===== config.mk =====
export PLATFORM = sky130hd
export DESIGN_NAME = mem_port_arbiter
export DESIGN_NICKNAME = d
export VERILOG_FILES = /design/src/rtl/mem_arb_pkg.sv /design/src/rtl/arb_starve_ctr.sv /design/src/rtl/mem_port_arbiter.sv
export SDC_FILE = /design/constraint.sdc
export NUM_CORES = 1
export LEC_CHECK = 0
export CAP_MARGIN = 20
export CORE_ASPECT_RATIO = 0.75
export CORE_UTILIZATION = 31
export DETAILED_ROUTE_END_ITERATION = 16
export HOLD_SLACK_MARGIN = 0.12
export PLACE_DENSITY = 0.78
export SYNTH_ARGS = -nofsm -noshare
export SYNTH_HDL_FRONTEND = slang
export SYNTH_SLANG_ARGS = --single-unit

===== constraint.sdc =====
create_clock -name clk -period 1.35 [get_ports clk]
set_input_delay 0.27 -clock clk [delete_from_list [all_inputs] [get_ports clk]]
set_output_delay 0.27 -clock clk [all_outputs]
set_load 0.02 [all_outputs]

===== src/rtl/mem_arb_pkg.sv =====
// Shared types and defaults for the unified memory port arbiter.
// Used by mem_port_arbiter and arb_starve_ctr.
package mem_arb_pkg;

   localparam int unsigned ADDR_W_DEF       = 32;
   localparam int unsigned DATA_W_DEF       = 32;
   localparam int unsigned STARVE_LIMIT_DEF = 4;

   typedef enum logic [1:0] {
      IDLE,
      WAIT_GNT,
      WAIT_RESP
   } state_t;

   typedef enum logic {
      OWN_IF,
      OWN_D
   } owner_t;

   // Data normally wins because it belongs to the older instruction.
   // force_if lets a starved fetch through when both requesters are present.
   function automatic owner_t pick_owner(input logic if_req,
                                         input logic d_req,
                                         input logic force_if);
      if (d_req && !(force_if && if_req))
         return OWN_D;
      else
         return OWN_IF;
   endfunction

endpackage


===== src/rtl/arb_starve_ctr.sv =====
// Saturating count of consecutive data wins over a waiting fetch.
// force_if goes high once the count reaches STARVE_LIMIT.
module arb_starve_ctr
   import mem_arb_pkg::*;
#(
   parameter int unsigned STARVE_LIMIT = STARVE_LIMIT_DEF
) (
   input  logic   clk,
   input  logic   rst,
   input  logic   arb_en,
   input  owner_t win_owner,
   input  logic   if_req,
   output logic   force_if
);

   localparam int unsigned CW = $clog2(STARVE_LIMIT + 1);
   localparam logic [CW-1:0] LIMIT = CW'(STARVE_LIMIT);

   logic [CW-1:0] cnt_q, cnt_d;

   // Next count: clear on a fetch win, bump (saturating) on a data win over a waiting fetch
   always_comb begin
      cnt_d = cnt_q;
      if (arb_en) begin
         if (win_owner == OWN_IF)
            cnt_d = '0;
         else if (if_req && (cnt_q != LIMIT))
            cnt_d = cnt_q + 1'b1;
      end
      force_if = (cnt_q == LIMIT);
   end

   // Counter register
   always_ff @(posedge clk or negedge rst) begin
      if (!rst)
         cnt_q <= '0;
      else
         cnt_q <= cnt_d;
   end

endmodule


===== src/rtl/mem_port_arbiter.sv =====
// Arbitrates one single-port memory between instruction fetch and load/store.
// One transaction outstanding; response routed back to the latched owner.
// Optional fetch starvation guard: define MEM_ARB_STARVE_GUARD_EN.
module mem_port_arbiter
   import mem_arb_pkg::*;
#(
   parameter int unsigned ADDR_WIDTH   = ADDR_W_DEF,
   parameter int unsigned DATA_WIDTH   = DATA_W_DEF,
   parameter int unsigned STARVE_LIMIT = STARVE_LIMIT_DEF
) (
   input  logic                  clk,
   input  logic                  rst,
   input  logic                  if_req,
   input  logic [ADDR_WIDTH-1:0] if_addr,
   output logic                  if_gnt,
   output logic                  if_rvalid,
   output logic [DATA_WIDTH-1:0] if_rdata,
   input  logic                  d_req,
   input  logic                  d_we,
   input  logic [ADDR_WIDTH-1:0] d_addr,
   input  logic [DATA_WIDTH-1:0] d_wdata,
   output logic                  d_gnt,
   output logic                  d_rvalid,
   output logic [DATA_WIDTH-1:0] d_rdata,
   output logic                  mem_req,
   output logic                  mem_we,
   output logic [ADDR_WIDTH-1:0] mem_addr,
   output logic [DATA_WIDTH-1:0] mem_wdata,
   input  logic                  mem_gnt,
   input  logic                  mem_rvalid,
   input  logic [DATA_WIDTH-1:0] mem_rdata,
   output logic                  stall
);

   state_t                state_q, state_d;
   owner_t                owner_q, owner_d;
   logic                  we_q, we_d;
   logic [ADDR_WIDTH-1:0] addr_q, addr_d;
   logic [DATA_WIDTH-1:0] wdata_q, wdata_d;

   logic   force_if;
   owner_t sel_owner;

`ifdef MEM_ARB_STARVE_GUARD_EN
   logic arb_en;

   assign arb_en = (state_q == IDLE) && (if_req || d_req);

   arb_starve_ctr #(
      .STARVE_LIMIT (STARVE_LIMIT)
   ) u_starve_ctr (
      .clk       (clk),
      .rst       (rst),
      .arb_en    (arb_en),
      .win_owner (sel_owner),
      .if_req    (if_req),
      .force_if  (force_if)
   );
`else
   assign force_if = 1'b0;
`endif

   assign sel_owner = pick_owner(if_req, d_req, force_if);

   // Next state and latched transaction fields; fields are sampled only in IDLE
   always_comb begin
      state_d = state_q;
      owner_d = owner_q;
      we_d    = we_q;
      addr_d  = addr_q;
      wdata_d = wdata_q;
      case (state_q)
         IDLE: begin
            if (if_req || d_req) begin
               state_d = WAIT_GNT;
               owner_d = sel_owner;
               if (sel_owner == OWN_D) begin
                  we_d    = d_we;
                  addr_d  = d_addr;
                  wdata_d = d_wdata;
               end else begin
                  we_d    = 1'b0;
                  addr_d  = if_addr;
                  wdata_d = '0;
               end
            end
         end
         WAIT_GNT: begin
            if (mem_gnt)
               state_d = WAIT_RESP;
         end
         WAIT_RESP: begin
            if (mem_rvalid)
               state_d = IDLE;
         end
         default: state_d = IDLE;
      endcase
   end

   // Memory-side drive, owner handshake routing and core stall
   always_comb begin
      mem_req   = (state_q == WAIT_GNT);
      mem_we    = we_q;
      mem_addr  = addr_q;
      mem_wdata = wdata_q;
      if_gnt    = mem_req && mem_gnt && (owner_q == OWN_IF);
      d_gnt     = mem_req && mem_gnt && (owner_q == OWN_D);
      if_rvalid = (state_q == WAIT_RESP) && mem_rvalid && (owner_q == OWN_IF);
      d_rvalid  = (state_q == WAIT_RESP) && mem_rvalid && (owner_q == OWN_D);
      if_rdata  = mem_rdata;
      d_rdata   = mem_rdata;
      stall     = (if_req && !if_rvalid) ||
                  (d_req && !d_rvalid) ||
                  ((state_q != IDLE) && !mem_rvalid);
   end

   // State and transaction registers
   always_ff @(posedge clk or negedge rst) begin
      if (!rst) begin
         state_q <= IDLE;
         owner_q <= OWN_IF;
         we_q    <= 1'b0;
         addr_q  <= '0;
         wdata_q <= '0;
      end else begin
         state_q <= state_d;
         owner_q <= owner_d;
         we_q    <= we_d;
         addr_q  <= addr_d;
         wdata_q <= wdata_d;
      end
   end

endmodule


==> key figures <==
Status
  – Status: finished, violations left
  – Failing checks: setup timing

Pwr
  – Pwr/cell area: 2140 mW/mm²
  – Leakage power: 2.59 nW
  – Worst vdd ir: 0.943 mV

Routing
  – Final WL: 9.29 mm
  – Residual DRC: 0
  – First-pass iteration count of the detailed router: 4
  – Detail Route Antenna Nets: 0
  – Drt initial violations: 49
  – Vias: 2571
  – Vias per cell: 4.70
  – Routed len/inst: 17.0 µm

CTS
  – Worst skew pair latency: 0.32 ns
  – Clk sink count: 68
  – CTS Buf Count: 9
  – Clk slew on worst S/H paths: 0.06 ns
  – Clock Tree Root: clkbuf_16
  – TritonCTS clock tree: built
  – Clk buf depth: 2
  – H-tree depth: 3

Global routing
  – Initial antenna violation count: 0
  – Pin count of the biggest net entering global routing: 69
  – All-layer global routing usage: 15.6%
  – First-pass GRT wire length: 14.2 mm
  – Remaining Overflow, GRT: 0
  – Vias in the first global route: 2761

Die
  – Die area: 0.0120 mm²
  – I/O pins: 270
  – Cell Rows: 33
  – Area of the core: 0.0111 mm²
  – Height of the die: 95.0 µm
  – Initial core utilization: 32.3%
  – Die W: 126 µm

Worst setup path
  – CP top delay family: flip-flops
  – Critical Path Max Stage Delay: 0.48 ns
  – Flop-to-flop setup slack: -0.18 ns
  – R2R Path Start: state_q[0]
  – Buffers & Inverters on Critical Path: 2
  – CP max stage cell: dfrtp_2
  – Reg2reg path depth: 7
  – CP Class: reg -> out
  – CP Capture Type: output port
  – Worst Path Required: 1.08 ns
  – RR Endpoint: mem_wdata[5]
  – Max Fanout on Critical Path: 6
  – CP Launch Type: register
  – Sequence of cells on the critical path: buf_6 -> o21ai_2 -> a21oi_2 -> buf_4
  – CP arrival: 1.29 ns

STA
  – WHS: 0.493 ns
  – Fin. Hold Viols: 0
  – Final Critical Period: 1.56 ns
  – Rel. slew slack: 76.2%
  – RSZ-0062 raised after global routing: true
  – Period utilization: 116%
  – Final worst setup slack: -0.212 ns
  – Fmax: 640 MHz
  – Tightest Pin Transition: 0.358 ns
  – Setup Skew: 0.00468 ns
  – Slew Limit Fails: 0
  – Setup violations, final: 69

Cells and area
  – Layout cells sized above 1: 31.7%
  – Layout fillers: 974
  – Area overhead of the layout relative to synthesis: 55.1%
  – Commonest non-fill, non-tap cell in the layout: clkdlybuf4s50_1
  – # diodes: 0
  – Most frequent cells in the layout: clkdlybuf4s50_1, dfrtp_1, dlygate4sd2_1, a22o_1
  – Final #Nets: 537

Placed design
  – I/O Buffers: 173
  – Placer Congestion: 0.838
  – Setup Slack @ Placement: -0.672 ns
  – Final HPWL DP: 6.47 mm

Logic synthesis
  – Avg Inst Size Synth: 13.4 µm²
  – Cell Area, Synth: 0.00358 mm²
  – Synthesized Nets: 401
  – Synth Warn #: 0
  – Synth async-reset ratio: 100%
  – Post-synth top flop: dfrtp_1
  – Netlist cell types: 22
  – #FFs+latches synth: 68
  – Sequential fraction of the synthesis area: 47.6%
  – Number of flops mapped to enable cells by yosys: 0
  – Mapped Cells: 266

Flow run
  – Max Cap Viol: 0

Hold path
  – Worst Hold Path Cells: 1
  – Min-Delay Startpoint: mem_addr[1]
  – Hold Path End: mem_addr[1]
  – Min-Delay Path Class: reg -> reg
==> cells in the mapped netlist (2+ instances only) <==
cell     instances  area share [%]
buf_4           68              14
nand2_1          2            0.21
buf_6           11             3.5
mux2_4          28              12
a22o_1          33             8.1
nor2_1           4            0.42
mux2_2          36              11
o21ai_0          3            0.42
dfrtp_1         68              48
==> layout make-up <==
type | count | area [µm²] | area share [%]
clock buffers | 12 | 246 | 4.44
clock inverters | 4 | 25.0 | 0.451
inverters | 1 | 3.75 | 0.0677
multi-input cells | 118 | 1320 | 23.7
flip-flops and latches | 68 | 1700 | 30.7
well taps | 140 | 175 | 3.16
repair buffers | 204 | 2080 | 37.5
==> registers in the layout, summed over array words and instances (netlist names) <==
signal     cells
mem_addr      32
mem_wdata     32
state_q        2
mem_we         1
owner_q        1
==> layer usage <==
layer	vias up	wire length (µm)	global-route usage, %
li1	1155	-	-
met1	1246	3650	17.0
met2	134	4620	27.0
met3	36	764	5.95
met4	0	244	7.63
met5	-	0	0
==> kinds of logic after synthesis <==
kind of cell,after synthesis,synth area share (%)
simple gates,14,2.13
mux,64,23.1
buf+inv,80,17.8
flops,68,47.6
compound gates,40,9.34
==> how the worst max path moves through the flow <==
stage	end	start	cells after the start
global placement	stall	if_req	5
detailed placement	d_rvalid	mem_rvalid	4
CTS	stall	state_q[1]	4
finish	stall	state_q[1]	4
floorplan	stall	d_req	5
global route	if_rvalid	state_q[1]	4
==> report_power, final <==
| part | switching, mW | internal (mW) |
|---|---|---|
| logic | 2.94 | 3.33 |
| registers | 0.513 | 3.00 |
| clock network | 0.822 | 1.29 |
| total | 4.28 | 7.62 |
==> per-stage QoR <==
step | area, µm² | cells | setup TNS, ns | utilization, % | total power [mW]
3_3_place_gp | 5040 | 517 | -24.48 | 45.6 | 9.35
4_1_cts | 5550 | 546 | -8.33 | 50.1 | 12.1
2_1_floorplan | 3580 | 266 | 0 | - | 6.94
5_1_grt | 5550 | 547 | -11.19 | 50.1 | 12.5
6_report | 5550 | 547 | -7.28 | 50.1 | 11.9
3_5_place_dp | 5040 | 517 | -27.34 | 45.6 | 9.50
==> what timing repair did <==
item,in CTS,in global routing
hold buffers,1,0
pin swaps,19,23
endpoints found under the setup margin,137,77
gates resized for setup,130,14
cloned,5,1
setup buffers,8,5
hold endpoints to repair,68,0
==> worst reg2reg max path, cell delays in order (launching register included) <==
cell     delay [ns]
dfrtp_1        0.40
buf_6          0.15
nor2_4         0.13
o21ai_4        0.11
buf_12         0.16
buf_12         0.13
buf_8          0.13
a22o_1         0.21
No activity file was read; power rests on OpenSTA's default activity.
==> edit 1 (same settings) <==
`DATA_W_DEF`: 32 -> 16.
--- a/src/rtl/mem_arb_pkg.sv
+++ b/src/rtl/mem_arb_pkg.sv
@@ -5,3 +5,3 @@
    localparam int unsigned ADDR_W_DEF       = 32;
-   localparam int unsigned DATA_W_DEF       = 32;
+   localparam int unsigned DATA_W_DEF       = 16;
    localparam int unsigned STARVE_LIMIT_DEF = 4;
Ports: changed (5 resized); port bits go from 270 to 190. The function was not compared with the original's and may differ.
==> edit 1 against the original RTL <==
  * The flow still finishes with violations (setup timing)
  * Design area decreased by 20%
  * Global-route usage decreased by 1.6 points
  * Synthesized area decreased by 25%
  * Count of clock-buffer cells in the layout decreased by 6
  * Cell count decreased by 20%
  * Clock power decreased by 45%
  * Routed wire length decreased by 25%
  * Sequential power decreased by 22%
  * Critical path depth decreased by 1
  * Power decreased by 21%
  * Worst setup slack got worse by 0.038 ns
  * Sequential cell count decreased by 16
  * Via count decreased by 21%
  * Largest power group unchanged
  * Highest routed layer unchanged
==> edit 1: results (changes against the original RTL) <==
| Metric | Value |
|---|---|
| Failing checks | setup timing (unchanged) |
| Detail Placement HPWL | 4.67 mm (was 6.47 mm) |
| Wire length of the first global-routing pass | 9.61 mm (was 14.2 mm) |
| Worst r2r path cells | 5 (was 7) |
| Placed Instances | 421 (was 517) |
| Root buf cell | clkbuf_16 (unchanged) |
| Clock Latency Late Sink | 0.28 ns (was 0.32 ns) |
| Setup violations, final | 56 (was 69) |
| Sequential share of the synthesized area | 48.3% (was 47.6%) |
| Post-synthesis adder-cell area fraction | 0% (unchanged) |
| Most frequent cells after synthesis | 60 x mux2_2, 52 x dfrtp_1, 32 x buf_4, 17 x a22o_1, 8 x buf_6 (was 68 x buf_4, 68 x dfrtp_1, 36 x mux2_2, 33 x a22o_1, 28 x mux2_4) |
| Proportion of synthesized area in mux cells | 27.3% (was 23.1%) |
| Num CTS Buffers | 5 (was 9) |
| Crit path max-delay family | simple AND/OR/NAND/NOR gates (was flip-flops) |
| Placed cell areas | 4040 um^2 (was 5040 um^2) |
| Sequential group power | 2740 uW (was 3510 uW) |
| Mapped Nets | 302 (was 401) |
| R2r endpoint | mem_addr[21] (was mem_wdata[5]) |
| Area contributors post-synth | dfrtp_1 48%, mux2_2 25%, buf_4 8.9% (was dfrtp_1 48%, buf_4 14%, mux2_4 12%) |
| Mean Syn Cell Area | 13.5 um^2 (was 13.4 um^2) |
| Routed len/inst | 15.9 um (was 17.0 um) |
| TNS Setup | -8.02 ns (was -7.28 ns) |
| Combinational power | 5480 uW (was 6270 uW) |
| Hold Crit Endpoint | mem_addr[13] (was mem_addr[1]) |
| Nets | 434 (was 537) |
| Initial drt markers | 48 (was 49) |
| Flop pwr share | 29.2% (was 29.5%) |
| Critical Path Source | state_q[1] (unchanged) |
| Proportion of layout cells with a drive suffix above 1 | 35.8% (was 31.7%) |
| Switching pwr | 3360 uW (was 4280 uW) |
| RePlAce Congestion | 0.731 (was 0.838) |
| Tot GR Track Use | 14.0% (was 15.6%) |
| Distinct cell type count after synthesis | 27 (was 22) |
| DP Worst Slack | -0.795 ns (was -0.672 ns) |
| Hold_ws | 0.502 ns (was 0.493 ns) |
| Max_slew headroom | 73.2% (was 76.2%) |
| Max Clock Skew | 0.00492 ns (was 0.00468 ns) |
| Largest net degree at the start of global routing | 33 (was 69) |
| Worst setup path endpoint | d_gnt (was stall) |
| PortBufs | 141 (was 173) |
| Post-synthesis compound-gate area fraction | 7.20% (was 9.34%) |
| Via count | 2025 (was 2571) |
| Peak VDD IR | 0.000856 V (was 0.000943 V) |
| CP max stage delay | 0.46 ns (was 0.48 ns) |
| Status | complete, but fails checks (unchanged) |
| Hold Startpoint | mem_addr[13] (was mem_addr[1]) |
| Setup ws final | -0.250 ns (was -0.212 ns) |
| Static Leak | 0.00202 uW (was 0.00259 uW) |
| CTS H-Tree Depth | 2 (was 3) |
| Max FO, Critical Path | 7 (was 6) |
| Finished Layout Cells | 438 (was 547) |
-- edit 1: cell types whose count changed after synthesis, moves of 2 or more --
cell,before,now
dfrtp_1,68,52
nor2_1,4,2
buf_2,0,2
mux2_2,36,60
a22o_1,33,17
buf_6,11,8
mux2_4,28,4
buf_4,68,32
-- edit 1: layout make-up --
class / instances / area (um^2)
clock buffers: 6 / 129
fillers: 766 / 4010
inverters: 1 / 3.75
multi-input cells: 103 / 1180
flip-flops and latches: 52 / 1300
well taps: 108 / 135
repair buffers: 168 / 1690
-- edit 1: layer usage --
layer  share of wire [%]  global-route usage [%]  up-vias
met5                   0                       0        -
met4                 1.3                    4.27        0
met3                 8.6                    4.32       13
met2                  47                    24.3       98
met1                  44                    16.7      978
li1                    -                       -      936
-- edit 1: timing repair --
item,CTS,global route
buffers inserted,4,1
gates resized for setup,100,31
pin swaps,2,21
cloned,0,5
endpoints found under the hold margin,52,0
hold buffers,1,0
endpoints found under the setup margin,105,56
==> edit 2 (same flow settings) <==
Without the edit above. `wdata_q` no longer has a reset.
--- a/src/rtl/mem_port_arbiter.sv
+++ b/src/rtl/mem_port_arbiter.sv
@@ -123,3 +123,2 @@
          addr_q  <= '0;
-         wdata_q <= '0;
       end else begin
@@ -129,4 +128,7 @@
          addr_q  <= addr_d;
-         wdata_q <= wdata_d;
       end
+   end
+
+   always_ff @(posedge clk) begin
+      wdata_q <= wdata_d;
    end
Behaviour: not the same (Yosys sat finds a counterexample within 4 cycles, from zero or initial values and one cycle with rst low).
==> edit 2 against the original RTL <==
  * The run still ends with setup timing left
  * Maximum frequency is 0.62% lower
  * Synthesized area rose by 1.9%
  * Die area grew 1.8%
  * First-iteration DRC count decreased by 22%
  * Power up 3.6%
  * Clock skew up 0.00074 ns
  * Routed wire length about the same
  * Sequential cell count unchanged
  * Combinational power fell by 3.8%
  * Worst setup slack worse by 0.0097 ns
  * Count of clock-buffer cells in the layout down 2
  * Design area increased by 5.0%
  * Largest power group unchanged
==> edit 2: results (changes against the original RTL) <==
| Metric | Value |
|---|---|
| R2r endpoint | mem_addr[30] (was mem_wdata[5]) |
| Failing checks | setup timing (unchanged) |
| Hold_ws | 0.383 ns (was 0.493 ns) |
| WL met3 | 795 um (was 764 um) |
| Overall power | 12300 uW (was 11900 uW) |
| Clk slew on worst S/H paths | 0.06 ns (about the same) |
| Distinct cell type count after synthesis | 30 (was 22) |
| Mapped Cells | 263 (was 266) |
| Wire length of the first global-routing pass | 13.9 mm (was 14.2 mm) |
| Post-CTS setup buffers | 18 (was 8) |
| Peak VDD IR | 0.000668 V (was 0.000943 V) |
| Met2 wire len | 4.74 mm (was 4.62 mm) |
| Num CTS Buffers | 9 (unchanged) |
| Proportion of layout cells with a drive suffix above 1 | 32.8% (was 31.7%) |
| Initial drt markers | 38 (was 49) |
| P_int | 8370 uW (was 7620 uW) |
| Nets | 554 (was 537) |
| Setup violations, final | 71 (was 69) |
| Placed cell areas | 5220 um^2 (was 5040 um^2) |
| Sequential share of the synthesized area | 51.1% (was 47.6%) |
| Metal-1 WL | 3.64 mm (was 3.65 mm) |
| Initial antenna violation count | 0 (unchanged) |
| Detail Placement HPWL | 6.95 mm (was 6.47 mm) |
| Proportion of synthesized area in mux cells | 23.0% (was 23.1%) |
| Final wirelength | 9.29 mm (about the same) |
| DP Worst Slack | -0.689 ns (was -0.672 ns) |
| Placed Instances | 543 (was 517) |
| Status | complete, but fails checks (unchanged) |
| Reg-to-reg startpoint | state_q[1] (was state_q[0]) |
| Area contributors post-synth | edfxtp_1 26%, dfrtp_1 25%, buf_4 14% (was dfrtp_1 48%, buf_4 14%, mux2_4 12%) |
| HP Class | input pin to async pin (was flip-flop to flip-flop) |
| First-pass iteration count of the detailed router | 5 (was 4) |
| Setup ws final | -0.222 ns (was -0.212 ns) |
| Combinational power share | 48.9% (was 52.7%) |
| Static Leak | 0.00251 uW (was 0.00259 uW) |
| Mapped Nets | 398 (was 401) |
| TNS Setup | -11.33 ns (was -7.28 ns) |
| Post-cts sizing count | 128 (was 130) |
| Max Clock Skew | 0.00542 ns (was 0.00468 ns) |
| Post-synthesis compound-gate area fraction | 1.75% (was 9.34%) |
| CP max stage cell | dfrtp_2 (unchanged) |
| Most frequent cells after synthesis | 67 x buf_4, 36 x dfrtp_1, 32 x and2_1, 32 x edfxtp_1, 31 x mux2_4 (was 68 x buf_4, 68 x dfrtp_1, 36 x mux2_2, 33 x a22o_1, 28 x mux2_4) |
| Clock power share | 22.0% (was 17.7%) |
| Finished Layout Cells | 581 (was 547) |
| Vias in the first global route | 2590 (was 2761) |
| Largest net degree at the start of global routing | 36 (was 69) |
| Worst slew pin tran | 0.354 ns (was 0.358 ns) |
| Async SR Flop Fraction | 52.9% (was 100%) |
| Vias/cell | 4.25 (was 4.70) |
| Number of synthesized flops with an enable pin | 32 (was 0) |
| Tot GR Track Use | 15.2% (was 15.6%) |
edit 2: per-layer routing:
layer,vias up,GRT usage (%)
met5,-,0
met4,0,4.56
met3,14,5.67
met2,160,28.3
met1,1140,16.3
li1,1155,-
edit 2: worst max path at each step:
stage / endpoint / from / depth (start not counted)
after floorplan: mem_addr[22] / state_q[1] / 5
after global placement: stall / if_req / 5
after detailed placement: stall / if_req / 5
after CTS: stall / state_q[1] / 4
after global routing: mem_addr[30] / state_q[1] / 7
final: d_gnt / state_q[1] / 3
edit 2: area by class of cell:
type                    count  area (um^2)
inverters                   2         12.5
clock inverters             6          111
flip-flops and latches     68         1860
clock buffers              10          239
well taps                 157          196
repair buffers            220         2170
multi-input cells         118         1230
fillers                   965         5370
edit 2: critical path: cells and delay by family, from the launching register on:
family / cells / cell delay, ns
buffers and inverters: 1 / 0.12
DFF: 1 / 0.47
and+or+nand+nor: 2 / 0.39
